==> config.mk <==
export PLATFORM = sky130hd
export DESIGN_NAME = lives_manager
export DESIGN_NICKNAME = d
export VERILOG_FILES = /design/src/rtl/lives_manager.sv
export SDC_FILE = /design/constraint.sdc
export NUM_CORES = 1
export LEC_CHECK = 0
export CORE_AREA = 4 4 56 46
export CTS_CLUSTER_DIAMETER = 150
export DETAILED_ROUTE_END_ITERATION = 10
export DIE_AREA = 0 0 60 50
export PLACE_DENSITY = 0.77
export REMOVE_ABC_BUFFERS = 1
export SLEW_MARGIN = 5
export SYNTH_ARGS = -nofsm -noshare
export SYNTH_HDL_FRONTEND = slang
export SYNTH_SLANG_ARGS = --single-unit
==> constraint.sdc <==
create_clock -name clk -period 1.6 [get_ports clk]
set_input_delay 0.32 -clock clk [delete_from_list [all_inputs] [get_ports clk]]
set_output_delay 0.32 -clock clk [all_outputs]
set_load 0.05 [all_outputs]
==> src/rtl/lives_manager.sv <==
// Player life bookkeeping: death freeze, post-respawn immunity with frog blink, game over.
// Optional feature: define EXTRA_LIFE_EN to award a life on level_up (capped at MAX_LIVES).
module lives_manager #(
    parameter int MAX_LIVES     = 3,
    parameter int HIT_FRAMES    = 60,
    parameter int INVULN_FRAMES = 90,
    parameter int BLINK_SHIFT   = 3
) (
    input  logic       clk,
    input  logic       rst_n,
    input  logic       frame_tick,
    input  logic       collision,
    input  logic       start,
    input  logic       level_up,
    output logic [1:0] lives,
    output logic       game_over,
    output logic       respawn,
    output logic       freeze,
    output logic       frog_visible
);

    localparam int FMAX = (HIT_FRAMES > INVULN_FRAMES) ? HIT_FRAMES : INVULN_FRAMES;
    localparam int FW   = $clog2(FMAX + 1);
    localparam logic [1:0]    MAX_L       = 2'(MAX_LIVES);
    localparam logic [FW-1:0] HIT_LAST    = FW'(HIT_FRAMES - 1);
    localparam logic [FW-1:0] INVULN_LAST = FW'(INVULN_FRAMES - 1);

    typedef enum logic [2:0] {
        ST_READY  = 3'd0,
        ST_PLAY   = 3'd1,
        ST_DYING  = 3'd2,
        ST_INVULN = 3'd3,
        ST_OVER   = 3'd4
    } state_t;

    state_t        state_r, state_s;
    logic [FW-1:0] fcnt_r, fcnt_s;
    logic [1:0]    lives_s;
    logic          respawn_s, freeze_s, game_over_s, frog_visible_s;

`ifndef EXTRA_LIFE_EN
    logic unused_level_up_s;
    assign unused_level_up_s = level_up;
`endif

    // Next-state, next-lives and next-output computation
    always_comb begin
        state_s   = state_r;
        fcnt_s    = fcnt_r;
        lives_s   = lives;
        respawn_s = 1'b0;
        case (state_r)
            ST_READY: begin
                if (start) begin
                    state_s   = ST_PLAY;
                    respawn_s = 1'b1;
                end else begin
                    state_s = ST_READY;
                end
            end
            ST_PLAY: begin
                // Collision leaves PLAY, so a held collision costs only one life
                if (collision) begin
                    if (lives > 2'd1) begin
                        state_s = ST_DYING;
                        lives_s = lives - 2'd1;
                    end else begin
                        state_s = ST_OVER;
                        lives_s = 2'd0;
                    end
`ifdef EXTRA_LIFE_EN
                end else if (level_up && (lives < MAX_L)) begin
                    lives_s = lives + 2'd1;
`endif
                end else begin
                    state_s = ST_PLAY;
                end
            end
            ST_DYING: begin
                if (frame_tick) begin
                    if (fcnt_r == HIT_LAST) begin
                        state_s   = ST_INVULN;
                        respawn_s = 1'b1;
                    end else begin
                        fcnt_s = fcnt_r + FW'(1);
                    end
                end else begin
                    fcnt_s = fcnt_r;
                end
            end
            ST_INVULN: begin
                if (frame_tick) begin
                    if (fcnt_r == INVULN_LAST) begin
                        state_s = ST_PLAY;
                    end else begin
                        fcnt_s = fcnt_r + FW'(1);
                    end
                end else begin
                    fcnt_s = fcnt_r;
                end
`ifdef EXTRA_LIFE_EN
                if (level_up && (lives < MAX_L)) begin
                    lives_s = lives + 2'd1;
                end else begin
                    lives_s = lives;
                end
`endif
            end
            ST_OVER: begin
                if (start) begin
                    state_s = ST_READY;
                    lives_s = MAX_L;
                end else begin
                    lives_s = 2'd0;
                end
            end
            default: begin
                state_s = ST_READY;
                lives_s = MAX_L;
            end
        endcase

        if (state_s != state_r) begin
            fcnt_s = {FW{1'b0}};
        end else begin
            fcnt_s = fcnt_s;
        end

        freeze_s       = (state_s == ST_READY) || (state_s == ST_DYING) || (state_s == ST_OVER);
        game_over_s    = (state_s == ST_OVER);
        frog_visible_s = (state_s == ST_INVULN) ? ~fcnt_s[BLINK_SHIFT] : 1'b1;
    end

    // State, frame counter and registered outputs
    always_ff @(posedge clk or negedge rst_n) begin
        if (!rst_n) begin
            state_r      <= ST_READY;
            fcnt_r       <= {FW{1'b0}};
            lives        <= MAX_L;
            game_over    <= 1'b0;
            respawn      <= 1'b0;
            freeze       <= 1'b1;
            frog_visible <= 1'b1;
        end else begin
            state_r      <= state_s;
            fcnt_r       <= fcnt_s;
            lives        <= lives_s;
            game_over    <= game_over_s;
            respawn      <= respawn_s;
            freeze       <= freeze_s;
            frog_visible <= frog_visible_s;
        end
    end

endmodule

## Word-level counts from Yosys, hierarchy flattened

Index checks and enable logic that the tools add are counted.
Widths: inputs -> output; s select.

| storage, ports and cells | value |
|---|---|
| flip-flop bits (word level) | 16 |
| input bits | 6 |
| output and inout bits | 6 |
| word-level logic and storage cells | 60 |

| operators by class | value |
|---|---|
| add/subtract/negate cells | 2 |
| magnitude comparators | 1 |
| eq/ne operators | 15 |
| mux-type cells | 24 |
| bitwise operators | 2 |
| reductions and logical operators | 8 |

Operator list:

| kind | number |
|---|---|
| $mux 7 | 5 |
| $mux 3 | 7 |
| $pmux 3 s5 | 1 |
| $pmux 7 s2 | 1 |
| $eq 3x2->1 const B | 4 |
| $ne 3x3->1 const B | 4 |
| $add 7x1->7 const B | 1 |
| $eq 7x6->1 const B | 1 |
| $eq 7x7->1 const B | 1 |
| $eq 3x3->1 const B | 2 |
| $logic_not 3->1 | 2 |
| $mux 2 | 3 |
| $pmux 2 s3 | 1 |
| $mux 1 | 5 |
| $reduce_and 5->1 | 1 |
| $eq 3x1->1 const B | 1 |
| $ne 3x3->1 | 1 |
| $reduce_bool 3->1 | 1 |
| $reduce_or 3->1 | 1 |
| $gt 2x1->1 const B | 1 |
| $logic_or 1x1->1 | 2 |
| $ne 2x2->1 const B | 1 |
| $not 1->1 | 2 |
| $pmux 1 s2 | 1 |
| 2 further kinds | 2 |

## Logic depth before layout (Yosys ltp)

| depth | value |
|---|---|
| depth in word-level cells | 8 |
| depth in mapped cells | 6 |
| mapped depth without buffers | 6 |

## Worst setup path after synthesis

No wires, ideal clock.

| timing | value |
|---|---|
| kind | flip-flop to flip-flop |
| from | register fcnt_r[0] |
| to | register fcnt_r[1] |
| setup time | 96 ps |
| arrival time | 1494 ps |
| required time | 1504 ps |
| setup slack | 10 ps |
| cell stages (with the launch flop) | 6 |
| buffers on the path | 0 |
| clock period less this slack | 1590 ps |
| cells stage by stage | dfrtp_1 > ha_1 > and4b_4 > a311oi_4 > o221ai_2 > a311oi_2 |

| on the way | value |
|---|---|
| longest elaborated chain between the ends | 7 |
| elaborated cells on any way between the ends | 21 |

RTL lines:

| item | RTL line | RTL |
|---|---|---|
| start: declaration | 37 | `logic [FW-1:0] fcnt_r, fcnt_s;` |
| start signal: assignment | 138 | `fcnt_r <= {FW{1'b0}};` |
| start signal: assignment | 146 | `fcnt_r <= fcnt_s;` |
| $eq 7x7->1 or $eq 7x6->1 (tied branches) | 93, 81 |  |
| $mux 3 (on tied branches) | 93, 81 |  |
| $mux 3 (on tied branches) | 92, 80 |  |
| $pmux 3 s5 | 52 | `case (state_r)` |
| $ne 3x3->1 | 123 | `if (state_s != state_r) begin` |
| $ne 3x3->1 (no line) or $reduce_bool 3->1 (tied branches) | n/a |  |
| $reduce_and 5->1 (no line) | n/a |  |

Parallel ways exist; a longest one is shown, timed or not. The select of a mux whose other input is x is not followed.
A chain may end at the register's enable or synchronous reset.

## Final worst setup path

Same ends and word-level chain as after synthesis.

==> flow_summary.json <==
{
  "outcome": "finished with violations",
  "violations": "negative setup slack",
  "clock-sinks": 16,
  "fmax_ghz": 0.6008,
  "fin_crit_ns": 1.665,
  "place_area_um2": 1196,
  "syn_to_final_growth_pct": 41.94,
  "yosysTopAreaCellShare": 0.3279,
  "rrSetupSlack_ns": -0.06,
  "gp_congestion": 0.8516,
  "antenna_left": 0,
  "cts_tree": "yes",
  "setup_viol": 4,
  "drt_iter0_markers": 11,
  "grt_usage": 0.1609,
  "cts_buffers": 3,
  "post-place-ws_ns": -0.2976,
  "overflow": 0,
  "skew_ns": 0.004575,
  "synth_area_leader_cell": "dfrtp_1",
  "cts_hold_repair.buffers": 0,
  "synthFlopType": "dfrtp_1",
  "regToRegEndpoint": "fcnt_r[1]",
  "clock_path_buffers": 2,
  "finalHoldViolations": 0,
  "async_flop_share": 1.000,
  "antenna_cells": 0,
  "io_buffers": 10,
  "pin_count": 12,
  "core_area_um2": 1962,
  "yosysMostFrequentCell": "dfrtp_1",
  "critPathKind": "reg -> reg",
  "cts-root-buf": "clkbuf_4",
  "power.leakage_nw": 0.5729,
  "antenna_found_initial": 0,
  "fin_crit_sh": 1.040,
  "rsz0062_at_grt": "true",
  "ys_seq_elements": 16,
  "totalWireLength_um": 2212,
  "synthTopCellsByCount": "dfrtp_1 (12), a21oi_1 (9), nor2_1 (9), inv_1 (7), o21ai_0 (5)",
  "row_count": 14,
  "vias": 793,
  "startpoint_type": "flop",
  "grt_pass1_vias": 737,
  "syn_area_um2": 915.9,
  "dp_hpwl_um": 1507,
  "maxCapViolations": 0,
  "drt_pass1_iterations": 4,
  "worstPathArrival_ns": 1.87,
  "nNetsFinal": 130,
  "hold_path.class": "in -> async",
  "ys_types": 36,
  "slew_headroom": 0.6790,
  "design_area_um2": 1300,
  "ys_seq_area_frac": 0.4426,
  "synth_area_leaders": "dfrtp_1 (33%), dfstp_2 (11%), a21oi_1 (4.9%), nor2_1 (3.7%), a311oi_4 (2.9%)",
  "synth_cells": 90,
  "postLayoutCoreUtil": 0.6626,
  "crit_path_max_fanout": 7,
  "drive_gt1_frac": 0.4380,
  "slew_viol_final": 0,
  "die_area_um2": 3000,
  "yosysWarnings": 0,
  "grt_max_degree": 17,
  "avgRoutedWirePerCell_um": 15.26,
  "cp-end-kind": "flop",
  "start_util": 0.4668,
  "ir_worst_vdd_mv": 1.029,
  "synth_edf_count": 0,
  "die_x_um": 60,
  "remaining_drc_errors": 0,
  "htreeDepth": 1,
  "path_clk_slew_ns": 0.10,
  "cp.required_ns": 1.80,
  "rr_startpoint": "fcnt_r[0]",
  "via_per_inst": 5.469,
  "worst_slack_ns": -0.06453,
  "p_per_area_nw_per_um2": 1410,
  "fill_cells": 155,
  "grt_pass1_wl_um": 3567,
  "setup-tns-final_ns": -0.1145,
  "tightest_slew_ns": 0.4778,
  "synth_area_per_cell_um2": 10.18,
  "clk_latency_ns": 0.29,
  "r2r_cells": 5,
  "die_h_um": 50
}
-- power by group --
part | switching [W] | total, W | leakage [nW] | internal [W]
Combinational | 0.000455 | 0.000960 | 0.367 | 0.000504
Clock | 0.000135 | 0.000232 | 0.0150 | 0.0000970
Sequential | 0.0000982 | 0.000642 | 0.191 | 0.000543
Total | 0.000689 | 0.00183 | 0.573 | 0.00114
-- logic make-up after synthesis --
| family | Yosys count | share of synthesized area |
|---|---|---|
| and+or+nand+nor | 35 | 0.2459 |
| DFF | 16 | 0.4426 |
| muxes | 1 | 0.01093 |
| buffers and inverters | 10 | 0.05054 |
| AOI/OAI and AO/OA | 22 | 0.1844 |
| adders and majority gates | 2 | 0.02732 |
| xor gates and xnor gates | 4 | 0.03826 |
-- registers in the layout (all words and copies together) (netlist names) --
| register | flops |
|---|---|
| lives | 2 |
| fcnt_r | 7 |
| respawn | 1 |
| state_r | 3 |
| game_over | 1 |
| frog_visible | 1 |
| freeze | 1 |
-- stage by stage --
stage               hold slack [ns]  cells  total power [W]
floorplan                   0.02441     87         0.001073
global placement             0.5295    139         0.001469
detailed placement           0.5480    139         0.001497
CTS                          0.3479    144         0.001796
global route                 0.3480    145         0.001954
finish                       0.3397    145         0.001833
-- worst max-delay path by stage --
stage,from,end,cells after the start
after detailed placement,frame_tick,fcnt_r[6],5
after floorplan,fcnt_r[0],fcnt_r[1],5
after global placement,frame_tick,fcnt_r[4],5
after global routing,fcnt_r[0],fcnt_r[1],5
after CTS,fcnt_r[0],fcnt_r[0],6
final,fcnt_r[0],fcnt_r[1],5
-- cell usage in the layout, fill, tap and decap left out, types with 2 or more instances in the layout --
| master | netlist | layout |
|---|---|---|
| clkdlybuf4s50_1 | 0 | 4 |
| buf_4 | 0 | 20 |
| nand4_1 | 2 | 2 |
| nor3_1 | 3 | 3 |
| a31o_2 | 2 | 2 |
| and3b_2 | 2 | 2 |
| nor2_1 | 9 | 9 |
| nand2_1 | 4 | 4 |
| nand3b_1 | 3 | 3 |
| a21oi_2 | 0 | 2 |
| clkbuf_4 | 0 | 3 |
| inv_1 | 7 | 6 |
| buf_6 | 1 | 2 |
| xor2_1 | 2 | 2 |
| buf_12 | 0 | 4 |
| dfstp_2 | 4 | 4 |
| xnor2_1 | 2 | 2 |
| dfrtp_1 | 12 | 12 |
| a21oi_1 | 9 | 7 |
| o21ai_0 | 5 | 4 |
-- final cells by class --
type | count | area (um^2) | share of cell area
multi-input cells | 64 | 519.2 | 0.3994
well taps | 24 | 30.03 | 0.02310
repair buffers | 30 | 292.8 | 0.2252
inverters | 7 | 26.28 | 0.02021
flip-flops and latches | 16 | 405.4 | 0.3118
clock buffers | 4 | 26.28 | 0.02021
-- timing repair --
action / CTS / global route
setup buffers: 1 / 1
resized for setup: 8 / 6
setup endpoints to repair: 8 / 10
pin swaps: 4 / 1
-- critical path, cell delays in order (launching register included) --
cell and delay [ns]:
dfrtp_1 0.42, ha_2 0.18, and4b_4 0.21, a311oi_4 0.32, o221ai_4 0.21, a311oi_2 0.23
-- layer usage --
metal,share of wire,track usage,routed length (um),vias to the layer above
met1,0.46,0.2079,1027,388
met5,0,0,0,-
met4,0.015,0.04428,33,0
li1,-,-,-,382
met2,0.47,0.2518,1046,19
met3,0.047,0.05483,105,4
No activity file was read; power rests on OpenSTA's default activity.
